[src/rtl/assign_trail.sv]
// Assignment trail for a SAT solver: a LIFO of {var, val, level} entries
// that tracks the decision level and unwinds entries above a backtrack target.
module assign_trail #(
   parameter int VAR_NUM = 8,
   parameter int VAR_LOG = 3,
   parameter int LVL_W   = 4
) (
   input  logic               clk,
   input  logic               rst,
   input  logic               push_valid,
   input  logic [VAR_LOG-1:0] push_var,
   input  logic               push_val,
   input  logic               push_dec,
   output logic               push_ready,
   input  logic               bt_req,
   input  logic [LVL_W-1:0]   bt_level,
   output logic               pop_valid,
   output logic [VAR_LOG-1:0] pop_var,
   output logic               pop_val,
   input  logic               pop_ready,
   output logic               bt_done,
   output logic [LVL_W-1:0]   cur_level,
   output logic [VAR_LOG:0]   count,
   output logic               full,
   output logic               empty,
   output logic               ovf
);

   localparam int CNT_W = VAR_LOG + 1;

   typedef enum logic [1:0] {
      ST_IDLE   = 2'd0,
      ST_UNWIND = 2'd1,
      ST_DONE   = 2'd2
   } state_e;

   state_e             state_q;
   logic [CNT_W-1:0]   count_q;
   logic [LVL_W-1:0]   cur_level_q;
   logic [LVL_W-1:0]   tgt_q;
   logic               ovf_q;

   logic [VAR_LOG-1:0] var_mem [VAR_NUM];
   logic               val_mem [VAR_NUM];
   logic [LVL_W-1:0]   lvl_mem [VAR_NUM];

   logic [VAR_LOG-1:0] top_idx_s;
   logic [VAR_LOG-1:0] wr_idx_s;
   logic [LVL_W-1:0]   lvl_d;
   logic               full_s;
   logic               empty_s;
   logic               push_ready_s;
   logic               push_fire_s;
   logic               pop_valid_s;
   logic               pop_fire_s;

   // Handshake and trail-top decode
   always_comb begin
      full_s       = (count_q == CNT_W'(VAR_NUM));
      empty_s      = (count_q == {CNT_W{1'b0}});
      top_idx_s    = VAR_LOG'(count_q - CNT_W'(1));
      wr_idx_s     = count_q[VAR_LOG-1:0];
      lvl_d        = push_dec ? (cur_level_q + LVL_W'(1)) : cur_level_q;
      push_ready_s = (state_q == ST_IDLE) && !full_s && !bt_req;
      push_fire_s  = push_valid && push_ready_s;
      // Entries at or below the target level survive the backtrack.
      pop_valid_s  = (state_q == ST_UNWIND) && !empty_s && (lvl_mem[top_idx_s] > tgt_q);
      pop_fire_s   = pop_valid_s && pop_ready;
   end

   // Entry storage; contents are don't-care after reset
   always_ff @(posedge clk) begin
      if (push_fire_s) begin
         var_mem[wr_idx_s] <= push_var;
         val_mem[wr_idx_s] <= push_val;
         lvl_mem[wr_idx_s] <= lvl_d;
      end
   end

   // Control FSM with count, level, target and overflow tracking
   always_ff @(posedge clk or posedge rst) begin
      if (rst) begin
         state_q     <= ST_IDLE;
         count_q     <= {CNT_W{1'b0}};
         cur_level_q <= {LVL_W{1'b0}};
         tgt_q       <= {LVL_W{1'b0}};
         ovf_q       <= 1'b0;
      end else begin
         case (state_q)
            ST_IDLE: begin
               if (push_valid && full_s) begin
                  ovf_q <= 1'b1;
               end
               if (bt_req) begin
                  tgt_q   <= bt_level;
                  state_q <= ST_UNWIND;
               end else if (push_fire_s) begin
                  count_q     <= count_q + CNT_W'(1);
                  cur_level_q <= lvl_d;
               end
            end
            ST_UNWIND: begin
               if (pop_fire_s) begin
                  count_q <= count_q - CNT_W'(1);
               end else if (!pop_valid_s) begin
                  state_q <= ST_DONE;
               end
            end
            ST_DONE: begin
               if (tgt_q < cur_level_q) begin
                  cur_level_q <= tgt_q;
               end
               state_q <= ST_IDLE;
            end
            default: begin
               state_q <= ST_IDLE;
            end
         endcase
      end
   end

   assign push_ready = push_ready_s;
   assign pop_valid  = pop_valid_s;
   assign pop_var    = var_mem[top_idx_s];
   assign pop_val    = val_mem[top_idx_s];
   assign bt_done    = (state_q == ST_DONE);
   assign cur_level  = cur_level_q;
   assign count      = count_q;
   assign full       = full_s;
   assign empty      = empty_s;
   assign ovf        = ovf_q;

endmodule

[config.mk]
export PLATFORM = sky130hd
export DESIGN_NAME = assign_trail
export DESIGN_NICKNAME = d
export VERILOG_FILES = /design/src/rtl/assign_trail.sv
export SDC_FILE = /design/constraint.sdc
export NUM_CORES = 1
export LEC_CHECK = 0
export CAP_MARGIN = 40
export CORE_MARGIN = 3
export CORE_UTILIZATION = 51
export DETAILED_ROUTE_END_ITERATION = 12
export PLACE_DENSITY = 0.82
export SLEW_MARGIN = 15
export SYNTH_ARGS = -nofsm -noshare
export SYNTH_HDL_FRONTEND = slang
export SYNTH_SLANG_ARGS = --single-unit
[constraint.sdc]
create_clock -name clk -period 3.7 [get_ports clk]
set_clock_uncertainty 0.05 [all_clocks]
set_input_delay 0.555 -clock clk [delete_from_list [all_inputs] [get_ports clk]]
set_output_delay 0.555 -clock clk [all_outputs]
set_load 0.02 [all_outputs]
==> reports/metrics.csv, run 1 <==
metric,value,unit
status,"complete, no violations",
P_leak,1.545,nW
TNS Setup,0,ns
pre-CTS WS,0.01863,ns
Synth Warn #,0,
H-tree levels,3,
initial DRC count,140,
Clock Tree Root,clkbuf_8,
filler cell count,438,
CTS Buf Count,9,
Tcrit/Tclk final,94.70,%
die height,88.66,um
worst-path fanout max,8,
number of global-route vias before repair,1942,
Die W,88.66,um
minimum clock period,3.504,ns
"EDFF count, synth",64,
cell taking the most area after synthesis,edfxtp_1,
CTS tree,yes,
initial core utilization,53.65,%
fmax,285.4,MHz
GRT Util Overall,18.56,%
share of cells above drive strength 1,24.81,%
Worst setup EP type,output port,
"Slew Viols, Final",0,
core area,6495,um^2
Ant. Diodes,0,
Yosys cell types,36,
Clock Path Buffers,2,
"Design Area, Final",4210,um^2
DRT antenna net count,0,
area grow syn2layout,20.83,%
first-pass GRT wire length,10450,um
clk sinks,79,
CP top delay family,buffers and inverters,
sequential element share of the synthesized area,65.92,%
"FFs w/ async S/R, synth",18.99,%
RSZ-0062 raised after global routing,no,
drt wl/cell,19.45,um
WP buf/inv,4,
Area contributors post-synth,"edfxtp_1, dfrtp_1, mux4_2",
die area,7861,um^2
"Hold Vio Cnt, Final",0,
Clock transition at path regs,0.07,ns
placed cell areas,3993,um^2
critical-path cell list,"inv_1, ha_4, xor2_2, buf_12, mux2_2, ha_1, a41o_1, a211o_1, inv_1, clkbuf_2",
max-cap viol count,0,
crit path max-delay cell type,dfrtp_1,
average cell area after synthesis,16.51,um^2
Detailed Route WL,6670,um
post-route setup slack,0.1961,ns
crit path kind,flop to output port,
Syn Std Cell Area,3485,um^2
Worst setup SP type,flop,
length of the first detailed-routing pass in iterations,4,
IO Port Bufs,31,
Main synth FF type,edfxtp_1,
Worst Hold Class,flop to flop,
GPL Wtd Cong,0.7583,
Worst IR Drop VDD,505.0,uV
DRC,0,
Vias,1978,
Crit path arrival time,2.90,ns
number of antenna violations at the first check in global routing,0,
Post-CTS Setup Bufs,0,
Slew @ Worst Pin,0.8007,ns
Worst path max stage delay,0.41,ns
Rows,29,
Detailed Place HPWL,4564,um
Final setup viols,0,
Clock Latency Late Sink,0.34,ns
NumNets Final,286,
cts hold-fix bufs,0,
IO Count,32,
syn nets,235,
most frequent CP cell,inv_1,
Overflow after GRT,0,
share of the synthesized area in the top cell type,55.15,%
"FF+latch count, synth",79,
Cells after Synth,211,
pwr dens,877.5,nW/um^2
vias per inst,5.767,
Crit path required time,3.09,ns
relative slew slack,46.06,%
largest net degree at the start of global routing,21,
-- placed cells by master (no fill, tap or decap), drive strengths merged --
| cell | Yosys | final |
|---|---|---|
| a211o | 1 | 1 |
| a211oi | 1 | 1 |
| a21oi | 3 | 3 |
| a31o | 1 | 1 |
| a32o | 1 | 1 |
| a41o | 1 | 1 |
| and2 | 1 | 1 |
| and3 | 2 | 2 |
| buf | 4 | 18 |
| bufinv | 0 | 1 |
| clkbuf | 5 | 10 |
| clkdlybuf4s50 | 0 | 30 |
| clkinv | 0 | 3 |
| clkinvlp | 0 | 2 |
| dfrtp | 15 | 15 |
| edfxtp | 64 | 64 |
| ha | 10 | 10 |
| inv | 13 | 13 |
| mux2 | 11 | 11 |
| mux2i | 10 | 10 |
| mux4 | 16 | 16 |
| nand2 | 9 | 9 |
| nand2b | 3 | 3 |
| nand3 | 3 | 3 |
| nand3b | 2 | 2 |
| nand4 | 1 | 1 |
| nor2 | 6 | 6 |
| nor2b | 1 | 1 |
| nor3 | 7 | 7 |
| nor3b | 1 | 1 |
| nor4 | 2 | 2 |
| o211ai | 3 | 3 |
| o21ai | 6 | 6 |
| or4 | 2 | 2 |
| xnor2 | 3 | 3 |
| xor2 | 3 | 3 |
-- power breakdown --
| group | internal (W) | switching (W) | total [W] |
|---|---|---|---|
| clock network | 0.000305 | 0.000290 | 0.000595 |
| registers | 0.00114 | 0.0000914 | 0.00123 |
| logic | 0.000946 | 0.000924 | 0.00187 |
| total | 0.00239 | 0.00131 | 0.00369 |
-- final timing paths --
check	start	slack (ns)	cells after the start	end
setup / recovery	count[0]	0.20	10	pop_valid
hold / removal	ovf	0.43	1	ovf
setup reg to reg	count[0]	0.57	11	count[2]
hold reg to reg	ovf	0.43	1	ovf
max in group asynchronous	rst	2.67	2	cur_level[2]
min in group asynchronous	rst	0.54	2	tgt_q[1]
-- layer usage --
layer / global-route usage [%] / routed length, um / vias to the layer above
li1: - / - / 917
met1: 26.04 / 2932 / 991
met2: 27.46 / 3285 / 57
met3: 3.166 / 283 / 13
met4: 10.71 / 169 / 0
met5: 0 / 0 / -
-- stage by stage --
stage	util, %	hold WS [ns]	power (W)	std cells
global route	64.82	0.4445	0.003906	343
detailed placement	61.47	0.4144	0.003057	328
CTS	64.57	0.4315	0.003684	343
finish	64.82	0.4293	0.003695	343
floorplan	-	0.4065	0.002417	211
global placement	61.47	0.4019	0.002987	328
-- cell families after synthesis --
family	share of synthesized area, %
flops	65.92
simple gates	6.068
mux	16.77
buf+inv	2.908
compound gates	3.231
fa+ha+maj	3.591
xor+xnor	1.508
-- synth_stat cells (all sizes together), types with 2 or more instances --
library cell / n
clkbuf: 5
inv: 13
buf: 4
mux4: 16
dfrtp: 15
nand3b: 2
nand2b: 3
nor3: 7
o211ai: 3
o21ai: 6
edfxtp: 64
nand3: 3
nor2: 6
xor2: 3
nor4: 2
mux2: 11
a21oi: 3
and3: 2
xnor2: 3
ha: 10
or4: 2
nand2: 9
mux2i: 10
-- area by class of cell --
type / count / area [um^2] / share of cell area (%)
sequential: 79 / 2297 / 54.56
multi-input combinational: 110 / 1116 / 26.51
timing repair buffer: 49 / 465.4 / 11.05
clock buffer: 9 / 123.9 / 2.942
tap: 77 / 96.34 / 2.288
clock inverter: 6 / 62.56 / 1.486
inverter: 13 / 48.80 / 1.159
-- what timing repair did --
item | 4_1_cts | 5_1_grt
hold endpoints to repair | 0 | 0
resized for setup | 4 | 6
endpoints found under the setup margin | 1 | 1
-- sequential cells by signal, summed over array words and instances, names as in the netlist --
| name | cells |
|---|---|
| lvl_mem | 32 |
| tgt_q | 4 |
| val_mem | 8 |
| ovf | 1 |
| cur_level | 4 |
| var_mem | 24 |
| count | 4 |
| state_q | 2 |
-- worst reg2reg max path, cell delays in order (launching register included) --
cell     delay, ns
dfrtp_1       0.41
inv_1         0.13
ha_4          0.19
xor2_2        0.21
buf_12        0.17
mux2_2        0.35
ha_1          0.33
a41o_1        0.22
a211o_1       0.31
buf_4         0.17
or4_1         0.46
nand3_1       0.08
(Power assumes the default switching activity.)
==> inputs of run 2 (changes only) <==
- CORE_ASPECT_RATIO: unset -> 1.2
- GPL_ROUTABILITY_DRIVEN: unset -> 0
==> reports/metrics.csv, run 2 (synthesis gave the netlist of run 1 again) <==
metric,value,unit,change
Clock transition at path regs,0.08,ns,was 0.07 ns
Worst Hold Class,flop to flop,,unchanged
initial DRC count,131,,was 140
switching fraction of total power,34.43,%,was 35.34%
Vias,1970,,"was 1,978"
max-cap viol count,0,,unchanged
fmax,288.6,MHz,was 285.4 MHz
vias per inst,5.581,,was 5.767
first-pass GRT wire length,10710,um,"was 10,450 um"
minimum clock period,3.465,ns,was 3.504 ns
Worst path max stage delay,0.41,ns,about the same
"Slew Viols, Final",0,,unchanged
largest net degree at the start of global routing,24,,was 21
Crit path arrival time,2.86,ns,was 2.90 ns
CTS tree,yes,,unchanged
TNS Setup,0,ns,unchanged
crit path max-delay cell type,dfrtp_1,,unchanged
share of cells above drive strength 1,23.88,%,was 24.81%
die area,7864,um^2,was 7861 um^2
Slew @ Worst Pin,0.9022,ns,was 0.8007 ns
NumNets Final,287,,was 286
filler cell count,481,,was 438
Clock Latency Late Sink,0.34,ns,about the same
Worst IR Drop VDD,495.2,uV,was 505.0 uV
area occupied by multi-input gates,1099,um^2,was 1116 um^2
worst-path fanout max,8,,unchanged
IO Port Bufs,31,,unchanged
IO Count,32,,unchanged
core area,6526,um^2,was 6495 um^2
DRT antenna net count,0,,unchanged
number of antenna violations at the first check in global routing,0,,unchanged
Gate power share,48.2,%,was 50.6%
number of global-route vias before repair,2086,,"was 1,942"
FF+latch area,2297,um^2,unchanged
Clock Tree Root,clkbuf_8,,unchanged
final core occ,64.69,%,was 64.82%
Post-CTS Setup Bufs,0,,unchanged
Worst setup SP type,flop,,unchanged
hold path cells,1,,unchanged
CTS Buf Count,9,,unchanged
pwr dens,874.4,nW/um^2,was 877.5 nW/um^2
Die W,81.46,um,was 88.66 um
cts hold-fix bufs,0,,unchanged
Overflow after GRT,0,,unchanged
sw power,0.001271,W,was 0.001306 W
most frequent CP cell,inv_1,,unchanged
crit path kind,flop to output port,,unchanged
P_leak,1.562,nW,was 1.545 nW
most frequent cells in the layout,"edfxtp_1, clkdlybuf4s50_1, buf_4",,"was edfxtp_1, clkdlybuf4s50_1, mux4_2, buf_4, dfrtp_1"
status,"complete, no violations",,unchanged
crit path to,pop_valid,,unchanged
Top reg by flops,lvl_mem,,unchanged
drt wl/cell,19.55,um,was 19.45 um
GRT Util Overall,19.40,%,was 18.56%
r2r setup slk,0.61,ns,was 0.57 ns
clk sinks,79,,unchanged
internal power consumption,0.002420,W,was 0.002389 W
"commonest non-fill, non-tap cell in the layout",edfxtp_1,,unchanged
"Hold Vio Cnt, Final",0,,unchanged
Regs by FF count,"lvl_mem: 32 flops, var_mem: 24 flops, val_mem: 8 flops",,unchanged
Tot Pwr,0.003691,W,was 0.003695 W
Crit path required time,3.09,ns,about the same
number of flip-flops in the largest register,32,,unchanged
DRC,0,,unchanged
H-tree levels,3,,unchanged
Worst setup EP type,output port,,unchanged
Tcrit/Tclk final,93.66,%,was 94.70%
Critical Path Source,count[0],,unchanged
area grow syn2layout,21.15,%,was 20.83%
critical-path cell list,"inv_1, ha_4, mux4_2, mux2_2, ha_1, a41o_1, a211o_1, inv_1, clkbuf_2",,"was inv_1, ha_4, xor2_2, buf_12, mux2_2, ha_1, a41o_1, a211o_1, inv_1, clkbuf_2"
length of the first detailed-routing pass in iterations,4,,unchanged
Ant. Diodes,0,,unchanged
RR Endpoint,count[2],,unchanged
Flop pwr share,33.3,%,about the same
die height,96.55,um,was 88.66 um
Final setup viols,0,,unchanged
RSZ-0062 raised after global routing,no,,unchanged
relative slew slack,39.63,%,was 46.06%
Clock Path Buffers,2,,unchanged
Detailed Route WL,6901,um,was 6670 um
initial core utilization,53.39,%,was 53.65%
Detailed Place HPWL,4878,um,was 4564 um
Reg2Reg Launch Point,count[0],,unchanged
Clock power frac,18.4,%,was 16.1%
Rows,32,,was 29
R2R cell count,10,,was 11
## run 2: final cells by class
cell class                      count  share of cell area, %
Inverter                           13                  1.156
Clock inverter                      5                  1.926
Sequential cell                    79                  54.42
Multi-Input combinational cell    110                  26.02
Clock buffer                       11                  3.112
Timing Repair Buffer               50                  10.85
Tap cell                           85                  2.519
## run 2: what timing repair did
item,CTS,global route
cloned,0,0
endpoints found under the setup margin,1,1
gates resized for setup,6,2
pin swaps,0,0
endpoints found under the hold margin,0,0
## run 2: worst min path at each step
stage,to,startpoint,slack (ns)
final,ovf,ovf,0.45
after global routing,ovf,ovf,0.47
after CTS,ovf,ovf,0.46
after detailed placement,ovf,ovf,0.44
after global placement,ovf,ovf,0.42
after floorplan,count[0],rst,0.41
## run 2: layer usage
layer / vias up / track usage (%) / wire length (um)
met1: 988 / 23.73 / 2838
met5: - / 0 / 0
li1: 921 / - / -
met2: 55 / 33.70 / 3705
met3: 6 / 4.174 / 271
met4: 0 / 7.042 / 86
## run 2: worst max-delay path, delay by kind of cell, from the launching register on
kind	cells	cell delay (ns)
compound gates	2	0.54
buf+inv	3	0.35
fa+ha+maj	2	0.64
mux	2	0.57
flops	1	0.41
## run 2: power groups by stage
stage / Sequential (W) / Clock [W] / Combinational (W)
final: 0.00123 / 0.000680 / 0.00178
after global routing: 0.00125 / 0.000727 / 0.00196
after CTS: 0.00123 / 0.000690 / 0.00180
after detailed placement: 0.00125 / 0 / 0.00176
after global placement: 0.00124 / 0 / 0.00169
after floorplan: 0.00129 / 0 / 0.00113
## run 2: stage by stage
step           worst slack, ns  cells  area, um^2  hold WS [ns]
2_1_floorplan          0.06931    211        3493        0.4065
3_3_place_gp           0.07098    335        3976        0.4207
3_5_place_dp          0.008541    336        3984        0.4371
4_1_cts                0.02924    352        4220        0.4606
5_1_grt                0.04842    353        4222        0.4749
6_report                0.2346    353        4222        0.4536
==> inputs of run 3 (changes only) <==
- SKIP_LAST_GASP: unset -> 1
- SLEW_MARGIN: 15 -> unset
==> reports/metrics.csv, run 3 (synthesis gave the netlist of run 1 again) <==
metric,value,unit,change
status,"complete, no violations",,unchanged
vias per inst,5.540,,was 5.581
Worst setup SP type,flop,,unchanged
Top reg by flops,lvl_mem,,unchanged
first-pass GRT wire length,10710,um,unchanged
initial DRC count,153,,was 131
"Design Area, Final",4217,um^2,was 4222 um^2
crit path kind,flop to output port,,unchanged
cell count after placement,336,,unchanged
cts hold-fix bufs,0,,unchanged
max-cap viol count,0,,unchanged
Clock transition at path regs,0.08,ns,about the same
Crit path arrival time,2.86,ns,about the same
IO Port Bufs,31,,unchanged
Final setup viols,0,,unchanged
H-tree levels,3,,unchanged
CTS Buf Count,9,,unchanged
die area,7864,um^2,unchanged
die height,96.55,um,unchanged
Detailed Route WL,6871,um,was 6901 um
initial core utilization,53.39,%,unchanged
P_leak,1.557,nW,was 1.562 nW
Vias,1950,,"was 1,970"
largest net degree at the start of global routing,24,,unchanged
DRT antenna net count,0,,unchanged
Worst IR Drop VDD,495.0,uV,was 495.2 uV
"Hold Vio Cnt, Final",0,,unchanged
Detailed Place HPWL,4878,um,unchanged
Worst setup EP type,output port,,unchanged
Ant. Diodes,0,,unchanged
Rows,32,,unchanged
area grow syn2layout,21.01,%,was 21.15%
drt wl/cell,19.52,um,was 19.55 um
number of global-route vias before repair,2086,,unchanged
Overflow after GRT,0,,unchanged
number of antenna violations at the first check in global routing,0,,unchanged
fmax,288.2,MHz,was 288.6 MHz
TNS Setup,0,ns,unchanged
"Slew Viols, Final",0,,unchanged
DRC,0,,unchanged
pwr dens,874.7,nW/um^2,was 874.4 nW/um^2
Die W,81.46,um,unchanged
"commonest non-fill, non-tap cell in the layout",edfxtp_1,,unchanged
Worst Hold Class,flop to flop,,unchanged
Tcrit/Tclk final,93.78,%,was 93.66%
GRT Util Overall,19.40,%,unchanged
Non-Filler Instances,352,,was 353
number of flip-flops in the largest register,32,,unchanged
clk sinks,79,,unchanged
Clock Latency Late Sink,0.34,ns,about the same
Clock Path Buffers,2,,unchanged
length of the first detailed-routing pass in iterations,4,,unchanged
relative slew slack,37.67,%,was 39.63%
NumNets Final,286,,was 287
core area,6526,um^2,unchanged
Crit path required time,3.09,ns,about the same
RSZ-0062 raised after global routing,no,,unchanged
Min Hold Slack,0.4531,ns,was 0.4536 ns
worst-path fanout max,8,,unchanged
placed cell areas,3984,um^2,unchanged
CTS tree,yes,,unchanged
IO Count,32,,unchanged
Clock Tree Root,clkbuf_8,,unchanged
filler cell count,481,,unchanged
Regs by FF count,"lvl_mem: 32 flops, var_mem: 24 flops, val_mem: 8 flops",,unchanged
most frequent cells in the layout,"edfxtp_1, clkdlybuf4s50_1, buf_4",,unchanged
share of cells above drive strength 1,23.60,%,was 23.88%
Slew @ Worst Pin,0.9315,ns,was 0.9022 ns
minimum clock period,3.470,ns,was 3.465 ns
-- run 3: repair_timing --
action | CTS | global route
setup buffers | 0 | 0
pin swaps | 0 | 0
setup endpoints to repair | 1 | 1
gates cloned | 0 | 0
gates resized for setup | 6 | 2
endpoints found under the hold margin | 0 | 0
-- run 3: power breakdown --
part | leakage [nW] | switching, W | internal [W] | total, W
logic | 0.698 | 0.000880 | 0.000897 | 0.00178
registers | 0.756 | 0.0000934 | 0.00114 | 0.00123
clock network | 0.104 | 0.000298 | 0.000382 | 0.000680
total | 1.56 | 0.00127 | 0.00242 | 0.00369
-- run 3: layer usage --
metal | share of wire, % | vias up | global-route usage [%]
li1 | - | 921 | -
met1 | 41 | 971 | 23.73
met2 | 54 | 54 | 33.70
met3 | 4.3 | 4 | 4.174
met4 | 0.76 | 0 | 7.042
met5 | 0 | - | 0
-- run 3: area by class of cell --
type                            count  area (um^2)  share of cell area [%]
Clock buffer                       11        131.4                   3.116
Clock inverter                      5        81.33                   1.929
Multi-Input combinational cell    110         1099                   26.05
Inverter                           13        48.80                   1.157
Timing Repair Buffer               49        452.9                   10.74
Sequential cell                    79         2297                   54.48
Tap cell                           85        106.4                   2.522
-- run 3: critical path: stages (launching register included) --
cell      delay (ns)
dfrtp_1         0.41
inv_1           0.11
ha_4            0.34
mux4_2          0.31
mux2_2          0.27
ha_1            0.30
a41o_1          0.24
a211o_1         0.30
inv_1           0.08
clkbuf_2        0.16
-- run 3: final timing paths --
| path | endpoint | cells past startpoint | slack [ns] | from |
|---|---|---|---|---|
| setup / recovery | pop_valid | 9 | 0.23 | count[0] |
| hold / removal | ovf | 1 | 0.45 | ovf |
| setup reg to reg | count[2] | 10 | 0.60 | count[0] |
| hold reg to reg | ovf | 1 | 0.45 | ovf |
| max in group asynchronous | cur_level[0] | 2 | 2.70 | rst |
| min in group asynchronous | ovf | 2 | 0.52 | rst |
-- run 3: metrics by stage --
stage	setup slack, ns	total power, W	util [%]
2_1_floorplan	0.06931	0.002417	-
3_3_place_gp	0.07098	0.002929	60.93
3_5_place_dp	0.008541	0.003002	61.04
4_1_cts	0.02924	0.003724	64.67
5_1_grt	0.04842	0.003930	64.61
6_report	0.2300	0.003688	64.61
